===== src/rtl/conv_pkg.sv =====
// Shared definitions for the 4x4-data / 3x3-filter convolution path.
// Holds the scheduler state encoding, geometry constants and the default
// operand/accumulator widths.
// Optional build macro: CONV_SIGNED_EN (two's-complement datapath).
package conv_pkg;

  localparam int IMG  = 4;   // data tile is IMG x IMG
  localparam int K    = 3;   // filter is K x K
  localparam int OUT  = 2;   // output tile is OUT x OUT
  localparam int TAPS = 9;   // K*K products per output element

  localparam int DW_DEF    = 8;
  localparam int ACC_W_DEF = 2 * DW_DEF + 4;

  typedef enum logic [2:0] {
    ST_IDLE = 3'd0,
    ST_LOAD = 3'd1,
    ST_WAIT = 3'd2,
    ST_MAC  = 3'd3,
    ST_EMIT = 3'd4,
    ST_DONE = 3'd5
  } state_e;

endpackage


===== src/rtl/conv_mac_unit.sv =====
// Single multiply-accumulate unit for the convolution path.
// Ports:
//   i_clk, i_rst_n : clock, async active-low reset
//   i_clr          : synchronous accumulator clear (wins over i_en)
//   i_en           : accumulate i_a*i_b this cycle
//   i_a, i_b       : DW-bit operands
//   o_sum          : accumulator plus the current product (combinational),
//                    used to capture the final tap without an extra cycle
// Build macro CONV_SIGNED_EN selects a signed multiplier/accumulator.
module conv_mac_unit #(
  parameter int DW    = 8,
  parameter int ACC_W = 2 * DW + 4
) (
  input  logic             i_clk,
  input  logic             i_rst_n,
  input  logic             i_clr,
  input  logic             i_en,
  input  logic [DW-1:0]    i_a,
  input  logic [DW-1:0]    i_b,
  output logic [ACC_W-1:0] o_sum
);

  logic [ACC_W-1:0] r_acc;

`ifdef CONV_SIGNED_EN
  logic signed [2*DW-1:0]  w_prod;
  logic signed [ACC_W-1:0] w_sum;
  assign w_prod = $signed(i_a) * $signed(i_b);
  // the size cast keeps the product signed, so it sign-extends
  assign w_sum  = $signed(r_acc) + ACC_W'(w_prod);
`else
  logic [2*DW-1:0]  w_prod;
  logic [ACC_W-1:0] w_sum;
  assign w_prod = i_a * i_b;
  assign w_sum  = r_acc + ACC_W'(w_prod);
`endif

  assign o_sum = w_sum;

  always_ff @(posedge i_clk or negedge i_rst_n) begin
    if (!i_rst_n)  r_acc <= '0;
    else if (i_clr) r_acc <= '0;
    else if (i_en)  r_acc <= w_sum;
  end

endmodule


===== src/rtl/conv_window_scheduler.sv =====
// Sequencing controller for the 4x4 / 3x3 valid convolution (2x2 outputs).
// Start -> pulse o_load_en -> wait i_load_done -> for each of 4 windows run
// 9 MAC cycles, then present the result on a valid/ready port -> o_done.
// Ports:
//   i_clk, i_rst_n        : clock, async active-low reset
//   i_start               : job request, honoured only in IDLE
//   o_busy                : high outside IDLE
//   o_load_en/i_load_done : operand memory activate strobe / done pulse
//   i_a_flat, i_b_flat    : 4x4 data, 3x3 filter (row-major, DW per element)
//   o_out_data/o_out_pos  : result and window index {row,col}
//   o_out_valid/i_out_ready : result handshake
//   o_done                : one-cycle end-of-job pulse
// Build macro CONV_SIGNED_EN makes operands and result two's-complement.
module conv_window_scheduler
  import conv_pkg::*;
#(
  parameter int DW    = DW_DEF,
  parameter int ACC_W = 2 * DW + 4
) (
  input  logic               i_clk,
  input  logic               i_rst_n,
  input  logic               i_start,
  output logic               o_busy,
  output logic               o_load_en,
  input  logic               i_load_done,
  input  logic [16*DW-1:0]   i_a_flat,
  input  logic [9*DW-1:0]    i_b_flat,
  output logic [ACC_W-1:0]   o_out_data,
  output logic [1:0]         o_out_pos,
  output logic               o_out_valid,
  input  logic               i_out_ready,
  output logic               o_done
);

  state_e           r_state;
  logic [1:0]       r_p;
  logic [3:0]       r_tap;
  logic [ACC_W-1:0] r_out_data;

  logic [1:0]       w_i, w_j;
  logic [1:0]       w_row, w_col;
  logic [3:0]       w_aidx, w_bidx;
  logic [DW-1:0]    w_a, w_b;
  logic [ACC_W-1:0] w_sum;
  logic             w_last_tap;

  // tap -> (i, j) = (tap/3, tap%3) without a divider
  always_comb begin
    w_i = 2'd0;
    w_j = 2'(r_tap);
    if (r_tap >= 4'd6) begin
      w_i = 2'd2;
      w_j = 2'(r_tap - 4'd6);
    end else if (r_tap >= 4'd3) begin
      w_i = 2'd1;
      w_j = 2'(r_tap - 4'd3);
    end
  end

  // window origin is (p[1], p[0]); IMG=4 makes the data index just {row,col}
  assign w_row  = {1'b0, r_p[1]} + w_i;
  assign w_col  = {1'b0, r_p[0]} + w_j;
  assign w_aidx = {w_row, w_col};
  assign w_bidx = 4'(w_i) * 4'(K) + 4'(w_j);
  assign w_a    = i_a_flat[w_aidx*DW +: DW];
  assign w_b    = i_b_flat[w_bidx*DW +: DW];

  assign w_last_tap = (r_tap == 4'(TAPS - 1));

  // accumulator is held at zero outside MAC, so every window starts clean
  conv_mac_unit #(.DW(DW), .ACC_W(ACC_W)) u_mac (
    .i_clk   (i_clk),
    .i_rst_n (i_rst_n),
    .i_clr   (r_state != ST_MAC),
    .i_en    (r_state == ST_MAC),
    .i_a     (w_a),
    .i_b     (w_b),
    .o_sum   (w_sum)
  );

  always_ff @(posedge i_clk or negedge i_rst_n) begin
    if (!i_rst_n) begin
      r_state    <= ST_IDLE;
      r_p        <= '0;
      r_tap      <= '0;
      r_out_data <= '0;
    end else begin
      case (r_state)
        ST_IDLE: if (i_start) r_state <= ST_LOAD;
        ST_LOAD: r_state <= ST_WAIT;
        ST_WAIT: if (i_load_done) begin
          r_state <= ST_MAC;
          r_tap   <= '0;
        end
        ST_MAC: begin
          if (w_last_tap) begin
            r_out_data <= w_sum;   // final tap folded in directly
            r_tap      <= '0;
            r_state    <= ST_EMIT;
          end else begin
            r_tap <= r_tap + 4'd1;
          end
        end
        ST_EMIT: if (i_out_ready) begin
          if (r_p == 2'd3) begin
            r_state <= ST_DONE;
          end else begin
            r_p     <= r_p + 2'd1;
            r_tap   <= '0;
            r_state <= ST_MAC;
          end
        end
        ST_DONE: begin
          r_p     <= '0;
          r_state <= ST_IDLE;
        end
        default: r_state <= ST_IDLE;
      endcase
    end
  end

  assign o_busy      = (r_state != ST_IDLE);
  assign o_load_en   = (r_state == ST_LOAD);
  assign o_out_valid = (r_state == ST_EMIT);
  assign o_done      = (r_state == ST_DONE);
  assign o_out_data  = r_out_data;
  assign o_out_pos   = r_p;

endmodule


===== config.mk =====
export PLATFORM = sky130hd
export DESIGN_NAME = conv_window_scheduler
export DESIGN_NICKNAME = d
export VERILOG_FILES = /design/src/rtl/conv_pkg.sv /design/src/rtl/conv_mac_unit.sv /design/src/rtl/conv_window_scheduler.sv
export SDC_FILE = /design/constraint.sdc
export NUM_CORES = 1
export LEC_CHECK = 0
export ABC_CLOCK_PERIOD_IN_PS = 13620
export BUFFER_PORTS_ARGS = -buffer_cell sky130_fd_sc_hd__buf_2
export CORE_UTILIZATION = 40
export DETAILED_ROUTE_END_ITERATION = 16
export GPL_TIMING_DRIVEN = 0
export PLACE_DENSITY_LB_ADDON = 0.1
export SYNTH_ARGS = -nofsm -noshare
export SYNTH_HDL_FRONTEND = slang
export SYNTH_SLANG_ARGS = --single-unit

===== constraint.sdc =====
create_clock -name i_clk -period 13.62 [get_ports i_clk]
set_clock_uncertainty 0.15 [all_clocks]
set_input_delay 2.724 -clock i_clk [delete_from_list [all_inputs] [get_ports i_clk]]
set_output_delay 2.724 -clock i_clk [all_outputs]
set_load 0.01 [all_outputs]

==> run summary, run 1 <==
Die Width = 133.9 um
routed vias = 6188
I/O Buffers = 230
drt drc = 0
critical path's slowest cell = buf_1
Synth Cell Area = 0.006957 mm2
clk_lat worst skew = 0.29 ns
Critical Path RT = 13.63 ns
Setup violations, final = 0
Nets = 1263
Worst-path clk slew = 0.07 ns
TritonCTS Buffers = 5
Initial Util = 0.4151
Resize count post-CTS = 0
root buffer cell = clkbuf_16
ys async rst share = 1.000
critical path peak fanout = 11
initial antenna violation count = 0
HPWL Detailed = 16.86 mm
largest family of logic cells by synthesized area = adder cells
kind of critical path = register to register
filler instances = 1632
Die H = 133.9 um
Pre-antenna DRT Iters = 5
library cells used by synthesis = 70
final core utilization = 0.5093
Max Cap Viol = 0
overall routing resource usage = 0.2332
Multi-input gate area = 0.005239 mm2
CTS H-tree depth = 2
Clock Sinks = 49
drt wl/cell = 17.05 um
Syn Inst Count = 724
DRT Wirelength = 20.15 mm
Primary FF master, synth = dfrtp_1
# IOs = 231
final hold violations = 0
Seq. cell area = 0.001226 mm2
element type at the critical path end = register
Routability Congestion = 0.8571
vias in the first global route = 6219
Core Box Area = 0.01676 mm2
Avg Inst Size Synth = 9.609 um2
1st-iter DRT viols = 288
outcome = finished, final reports clean
sequential share of the synthesized area = 0.1763
Setup TNS Final = 0 ns
Core Rows = 47
RSZ-0062 raised after global routing = no
Post-CTS Hold Fix Bufs = 0
Slew Limit Fails = 0
complex-gate fraction of the synthesized area = 0.1205
CTS tree = yes
GRT overflow = 0
CP dominant cell by count = fa_1
hold crit path type = register to register
mux cell area share after synthesis = 0.2234
P&R area growth vs syn = 22.70%
Max-slew headroom = 0.2493
CP startpoint kind = register
minimum clock period = 8.988 ns
fmax = 0.1113 GHz
Worst Path Arrival = 9.00 ns
Max clock buf depth = 2
Worst path max stage delay = 0.58 ns
Post-Syn Nets = 1026
first-pass GRT wire length = 32.86 mm
Post-CTS Setup Bufs = 0
Worst Tran Pin Value = 1.126 ns
die area = 0.01792 mm2
share of cells above drive strength 1 = 0.3181
ant diodes = 0
simple-gate share of the synthesized area = 0.1565
Synth warnings = 0
Post-Synth Adder-Cell Area = 0.2284
FF+latch count, synth = 49
XOR/XNOR share of the synthesized area = 0.02428
Post-synth EDFFs = 0
largest net degree at the start of global routing = 50
Vias/cell = 5.235
Routed Antenna Nets = 0
period utilisation layout = 0.6599
## path summary, 6_finish.rpt
| path | startpoint | to | slack, ns | depth (start not counted) |
|---|---|---|---|---|
| min | o_out_data[0] | o_out_data[0] | 0.32 | 2 |
| min in group asynchronous | i_rst_n | u_mac.r_acc[15] | 2.50 | 1 |
| max in group asynchronous | i_rst_n | r_tap[1] | 10.14 | 1 |
| max | r_tap[0] | o_out_data[17] | 4.63 | 29 |
| min reg2reg | o_out_data[0] | o_out_data[0] | 0.32 | 2 |
| max reg2reg | r_tap[0] | o_out_data[17] | 4.63 | 29 |
## per-layer routing
layer	up-vias	part of all wire	global-route usage
met5	-	0	0
met1	2938	0.49	0.3465
met4	0	0.013	0.04230
met3	19	0.056	0.02872
li1	3039	-	-
met2	192	0.44	0.3647
## Yosys cell counts, drive strengths merged, types with 4 or more instances
cell type / count / area share
o21ai: 37 / 0.029
ha: 47 / 0.085
nand3: 12 / 0.0086
nand2: 54 / 0.030
a21oi: 32 / 0.024
a211oi: 4 / 0.0043
clkbuf: 12 / 0.0070
xnor2: 7 / 0.012
o31ai: 8 / 0.014
mux2: 15 / 0.027
nand3b: 11 / 0.012
and2: 9 / 0.0081
inv: 89 / 0.048
nand2b: 5 / 0.0045
nor4: 4 / 0.0036
o21a: 5 / 0.0067
and3: 4 / 0.0036
mux4: 22 / 0.076
mux2i: 84 / 0.12
or2: 4 / 0.0036
dfrtp: 49 / 0.18
xor2: 8 / 0.013
fa: 50 / 0.14
nor2: 32 / 0.021
buf: 16 / 0.016
and3b: 4 / 0.0050
nor3b: 4 / 0.0043
nor3: 51 / 0.038
or3: 11 / 0.0099
a21o: 8 / 0.0086
## critical path, delay by kind of cell (launching register included)
family	cells	cell delay, ns
muxes	4	1.31
adders and majority gates	7	3.07
DFF	1	0.45
AOI/OAI and AO/OA	4	0.92
xor gates and xnor gates	1	0.10
and+or+nand+nor	5	1.04
buffers and inverters	8	1.79
## cells by family (layout without fill, tap and decap cells)
| kind of cell | Yosys count | after routing |
|---|---|---|
| compound gates | 116 | 116 |
| xor+xnor | 15 | 15 |
| fa+ha+maj | 97 | 97 |
| buf+inv | 117 | 355 |
| flops | 49 | 49 |
| mux | 121 | 121 |
| simple gates | 209 | 209 |
## layout make-up
cell class,count,area share
timing repair buffer,230,0.1349
multi-input combinational,558,0.6137
clock buffer,6,0.01627
sequential,49,0.1437
buffer,28,0.01847
clock inverter,2,0.001612
tap,220,0.03225
inverter,89,0.03914
## flip-flops by register name (all words and copies together), names as in the netlist
name,count
r_state,3
o_out_pos,2
o_out_data,20
r_tap,4
u_mac.r_acc,20
## cell usage in the layout (no fill, tap or decap), types with 3 or more instances in the layout
master     synthesis  final
mux4_1             8      8
nand3_1           12     12
o21ai_0           34     34
o31ai_1            4      4
and2_1             9      9
mux2i_1           84     84
ha_1              47     47
a211oi_1           4      4
or3_1             11     11
fa_1              50     50
nor3_1            50     50
buf_6              3      3
dfrtp_1           49     49
a21o_1             8      8
xor2_1             7      7
or2_2              3      3
and3b_1            4      4
nor3b_1            4      4
nor4_1             4      4
inv_1             88     88
nand2b_1           5      5
nor2_1            30     30
nor2b_1            3      3
buf_4              5      5
a21oi_1           31     31
and3_1             4      4
mux2_4             5      5
o21a_1             3      3
mux2_2            10     10
clkbuf_16          0      5
clkbuf_1          11     11
buf_2              6    236
nand2_1           53     53
xnor2_1            6      6
mux4_2            14     14
a211o_1            3      3
nand3b_1          11     11
## stage by stage
stage                     setup WS, ns  std cells  hold WS (ns)  cell area, um2
final                            4.632       1182        0.3239            8536
after CTS                        4.591       1182        0.3306            8536
after global routing             4.039       1182        0.3420            8536
after detailed placement         4.625       1174        0.3123            8383
after floorplan                  5.649        724        0.3639            6957
after global placement           4.660       1174        0.3103            8383
Power of run 1 is left out: the tool's default activity adds up to more than one toggle a clock period on the data nets, which glitch-free logic cannot reach.
==> run 2: changes to the inputs <==
ABC_CLOCK_PERIOD_IN_PS = 9150   (was 13620)
clock period = 9.15 ns   (was 13.62 ns; I/O delays follow)
==> run summary, run 2 (synthesized netlist as in run 1, its figures left out) <==
reg2reg path depth = 28
hold path depth = 2
Crit path buffers/inverters = 7
final hold violations = 0
Setup TNS Final = 0 ns
CTS tree = yes
Worst Hold End = o_out_data[0]
detailed-routed wire length on met2 = 8.864 mm
I/O Buffers = 230
element type at the critical path end = register
Top Layer Used = met4
fmax = 0.1192 GHz
Critical Path RT = 9.16 ns
TritonCTS Buffers = 5
Die Width = 133.9 um
root buffer cell = clkbuf_16
initial antenna violation count = 0
Vias/cell = 5.255
Crit Reg-Reg Startpoint = r_tap[0]
CP dominant cell by count = fa_1
Routability Congestion = 0.8571
Worst Path Arrival = 8.40 ns
Placement Cell Area = 0.008383 mm2
Max-slew headroom = 0.2481
metal3 WL = 1.068 mm
DRT Wirelength = 20.07 mm
reg2reg end = o_out_data[17]
share of cells above drive strength 1 = 0.3184
minimum clock period = 8.389 ns
Crit path max-delay family = adder cells
Slew Limit Fails = 0
kind of critical path = register to register
# IOs = 231
Max clock buf depth = 2
Max Cap Viol = 0
routed vias = 6206
outcome = finished, final reports clean
Clock Sinks = 49
RSZ-0062 raised after global routing = no
die area = 0.01792 mm2
CP startpoint kind = register
hold crit path type = register to register
met1 WL = 9.881 mm
Post-CTS Hold Fix Bufs = 0
clk_lat worst skew = 0.29 ns
critical path's slowest cell = mux4_1
Routed Antenna Nets = 0
Core Rows = 47
drt drc = 0
vias in the first global route = 6219
Pre-antenna DRT Iters = 5
Post-CTS Setup Bufs = 0
drt wl/cell = 16.99 um
most common cell after layout, fill and taps aside = buf_2
Worst-path clk slew = 0.07 ns
Worst path max stage delay = 0.57 ns
GRT overflow = 0
1st-iter DRT viols = 256
Resize count post-CTS = 0
Setup violations, final = 0
period utilisation layout = 0.9168
largest net degree at the start of global routing = 50
first-pass GRT wire length = 32.86 mm
Initial Util = 0.4151
critical path peak fanout = 19
CTS H-tree depth = 2
Worst Hold Launch = o_out_data[0]
Final Instance Area = 0.008532 mm2
Worst Tran Pin Value = 1.128 ns
HPWL Detailed = 16.86 mm
most frequent cells in the layout = buf_2 (236), inv_1 (88), mux2i_1 (84)
overall routing resource usage = 0.2332
ant diodes = 0
fin cells = 1181
Post-Place Cells = 1174
P&R area growth vs syn = 22.64%
Nets = 1262
Core Box Area = 0.01676 mm2
final core utilization = 0.5091
Worst R2R Setup Slack = 0.76 ns
Die H = 133.9 um
==> run 2: cell types whose count changed in the layout (fill, tap and decap cells not counted), sizes merged <==
cell and delta:
buf -1
==> run 2: tightest hold or removal path, cell delays in order (launching register included) <==
cell	delay, ns
dfrtp_1	0.34
nand2_1	0.05
nand2_1	0.06
==> run 2: layout make-up <==
cell class / instances / area (um2)
buffer: 27 / 153.9
clock buffer: 6 / 138.9
clock inverter: 2 / 13.76
fill: 1632 / 8228
inverter: 89 / 334.1
multi-input combinational: 558 / 5239
sequential: 49 / 1226
tap: 220 / 275.3
timing repair buffer: 230 / 1151
==> run 2: routing by layer <==
layer | global-route usage | vias up
li1 | - | 3037
met1 | 0.3465 | 2962
met2 | 0.3647 | 190
met3 | 0.02872 | 17
met4 | 0.04230 | 0
met5 | 0 | -
==> run 2: metrics by stage <==
step | hold WS (ns) | setup slack (ns)
finish | 0.3239 | 0.7613
detailed placement | 0.3123 | 0.1545
CTS | 0.3306 | 0.1205
global placement | 0.3103 | 0.1895
floorplan | 0.3639 | 1.304
global route | 0.3420 | 0.1849
==> run 2: how the worst max path moves through the flow <==
stage / depth (start not counted) / end / slack (ns) / from
6_report: 28 / o_out_data[17] / 0.76 / r_tap[0]
5_1_grt: 28 / o_out_data[17] / 0.18 / r_tap[0]
4_1_cts: 29 / o_out_data[17] / 0.12 / r_tap[0]
3_5_place_dp: 29 / o_out_data[17] / 0.15 / r_tap[0]
3_3_place_gp: 29 / o_out_data[17] / 0.19 / r_tap[0]
2_1_floorplan: 29 / o_out_data[17] / 1.30 / r_tap[0]
Power of run 2 is left out for the same reason.
==> run 3: changes to the inputs <==
ABC_CLOCK_PERIOD_IN_PS = 9900   (was 9150)
SYNTH_HIERARCHICAL = 1   (was default)
clock period = 9.9 ns   (was 9.15 ns; I/O delays follow)
==> run summary, run 3 <==
# IOs = 231
most frequent cells in the layout = buf_2 (235), inv_1 (106), nand2_1 (71)
ant diodes = 0
Critical Path RT = 9.93 ns
slack of the critical path = 1.146 ns
reg2reg end = o_out_data[18]
Nets = 1241
Setup TNS Final = 0 ns
CP startpoint kind = register
Slew Limit Fails = 0
drt wl/cell = 17.19 um
FF+latch count, synth = 49
kind of critical path = register to register
Max Cap Viol = 0
Die Width = 132.5 um
first-pass GRT wire length = 32.59 mm
final hold violations = 0
Synth Cell Area = 0.006812 mm2
Clock Sinks = 49
GRT overflow = 0
1st-iter DRT viols = 249
Worst Hold End = o_out_data[1]
top-count cell post-synth = inv_1
Seq. cell area = 0.001226 mm2
die area = 0.01755 mm2
library cells used by synthesis = 64
Post-Syn Nets = 1004
Synth area leader = dfrtp_1
initial antenna violation count = 0
clk_lat worst skew = 0.30 ns
Post-CTS Setup Bufs = 0
Avg Inst Size Synth = 9.703 um2
HPWL Detailed = 16.85 mm
CTS tree = yes
ranking of synthesized cells by area = dfrtp_1 (18%), fa_1 (15%), mux4_2 (10%)
hold crit path type = register to register
Worst Path Arrival = 8.78 ns
fmax = 0.1142 GHz
Die H = 132.5 um
hold path depth = 1
ys async rst share = 1.000
largest net degree at the start of global routing = 50
Vias/cell = 5.262
routed vias = 6104
Routability Congestion = 0.8618
sequential share of the synthesized area = 0.1800
Post-Place Worst Slack = 1.044 ns
Synth warnings = 6
TritonCTS Buffers = 5
most common cell after layout, fill and taps aside = buf_2
element type at the critical path end = register
critical path's slowest cell = o211ai_1
overall routing resource usage = 0.2367
CTS H-tree depth = 2
critical path peak fanout = 10
Multi-input gate area = 0.005012 mm2
Worst path max stage delay = 0.64 ns
Max clock buf depth = 2
Routed Antenna Nets = 0
Setup violations, final = 0
Core Box Area = 0.01658 mm2
Worst Tran Pin Value = 1.169 ns
Synth top area share = 0.1800
Worst Hold Launch = o_out_data[1]
Resize count post-CTS = 0
minimum clock period = 8.754 ns
root buffer cell = clkbuf_16
outcome = finished, final reports clean
I/O Buffers = 230
Pre-antenna DRT Iters = 4
Post-CTS Hold Fix Bufs = 0
Primary FF master, synth = dfrtp_1
Worst R2R Setup Slack = 1.15 ns
drt drc = 0
Syn Inst Count = 702
Crit path max-delay family = adder cells
period utilisation layout = 0.8842
top cells by count, synth = inv_1 (106), nand2_1 (71), fa_1 (50), dfrtp_1 (49), ha_1 (47)
reg2reg path depth = 29
RSZ-0062 raised after global routing = no
Crit Reg-Reg Startpoint = r_tap[0]
Initial Util = 0.4107
Max-slew headroom = 0.2206
share of cells above drive strength 1 = 0.3287
vias in the first global route = 6405
Post-synth EDFFs = 0
Worst-path clk slew = 0.07 ns
filler instances = 1652
Core Rows = 47
DRT Wirelength = 19.94 mm
Crit path buffers/inverters = 7
P&R area growth vs syn = 23.05%
run 3: cell count changes after synthesis, moves of 16 or more:
cell,delta
inv_1,+18
a21oi_1,-16
a22oi_1,+16
mux2i_1,-62
mux4_2,+17
nand2_1,+18
nor3_1,-45
o21ai_0,-23
and2_1,+30
run 3: metrics by stage:
step	cell area, um2	cells	hold slack (ns)	util
after floorplan	6812	702	0.3187	-
after global placement	8238	1152	0.3331	0.4968
after detailed placement	8238	1152	0.3428	0.4968
after CTS	8382	1160	0.3586	0.5054
after global routing	8382	1160	0.3635	0.5054
final	8382	1160	0.3502	0.5054
run 3: cells by family after synthesis:
family,count (synthesis),share of synthesized area
adder cells (fa/ha/maj),97,0.2333
AO/OA/AOI/OAI,94,0.1014
buffers and inverters,143,0.08413
multiplexers,89,0.2213
flip-flops,49,0.1800
XOR/XNOR,18,0.02535
AND/OR/NAND/NOR,212,0.1545
run 3: worst max path at each step:
stage,slack (ns),end,start,depth (start not counted)
2_1_floorplan,2.28,o_out_data[10],r_tap[0],27
3_3_place_gp,1.06,o_out_data[18],r_tap[0],30
3_5_place_dp,1.04,o_out_data[18],r_tap[0],29
4_1_cts,0.99,o_out_data[18],r_tap[0],29
5_1_grt,0.30,o_out_data[18],r_tap[0],30
6_report,1.15,o_out_data[18],r_tap[0],29
run 3: layout make-up:
type | count | area share
inverter | 108 | 0.04837
clock buffer | 6 | 0.01538
clock inverter | 2 | 0.001791
sequential | 49 | 0.1463
tap | 220 | 0.03284
timing repair buffer | 230 | 0.1373
buffer | 35 | 0.02000
multi-input combinational | 510 | 0.5980
run 3: per-layer routing:
layer | GRT usage | vias up | routed length [um]
met3 | 0.03793 | 17 | 817
met1 | 0.3156 | 3037 | 8936
met2 | 0.4096 | 151 | 10000
met5 | 0 | - | 0
met4 | 0.04087 | 0 | 177
li1 | - | 2899 | -
Power of run 3 is left out for the same reason.
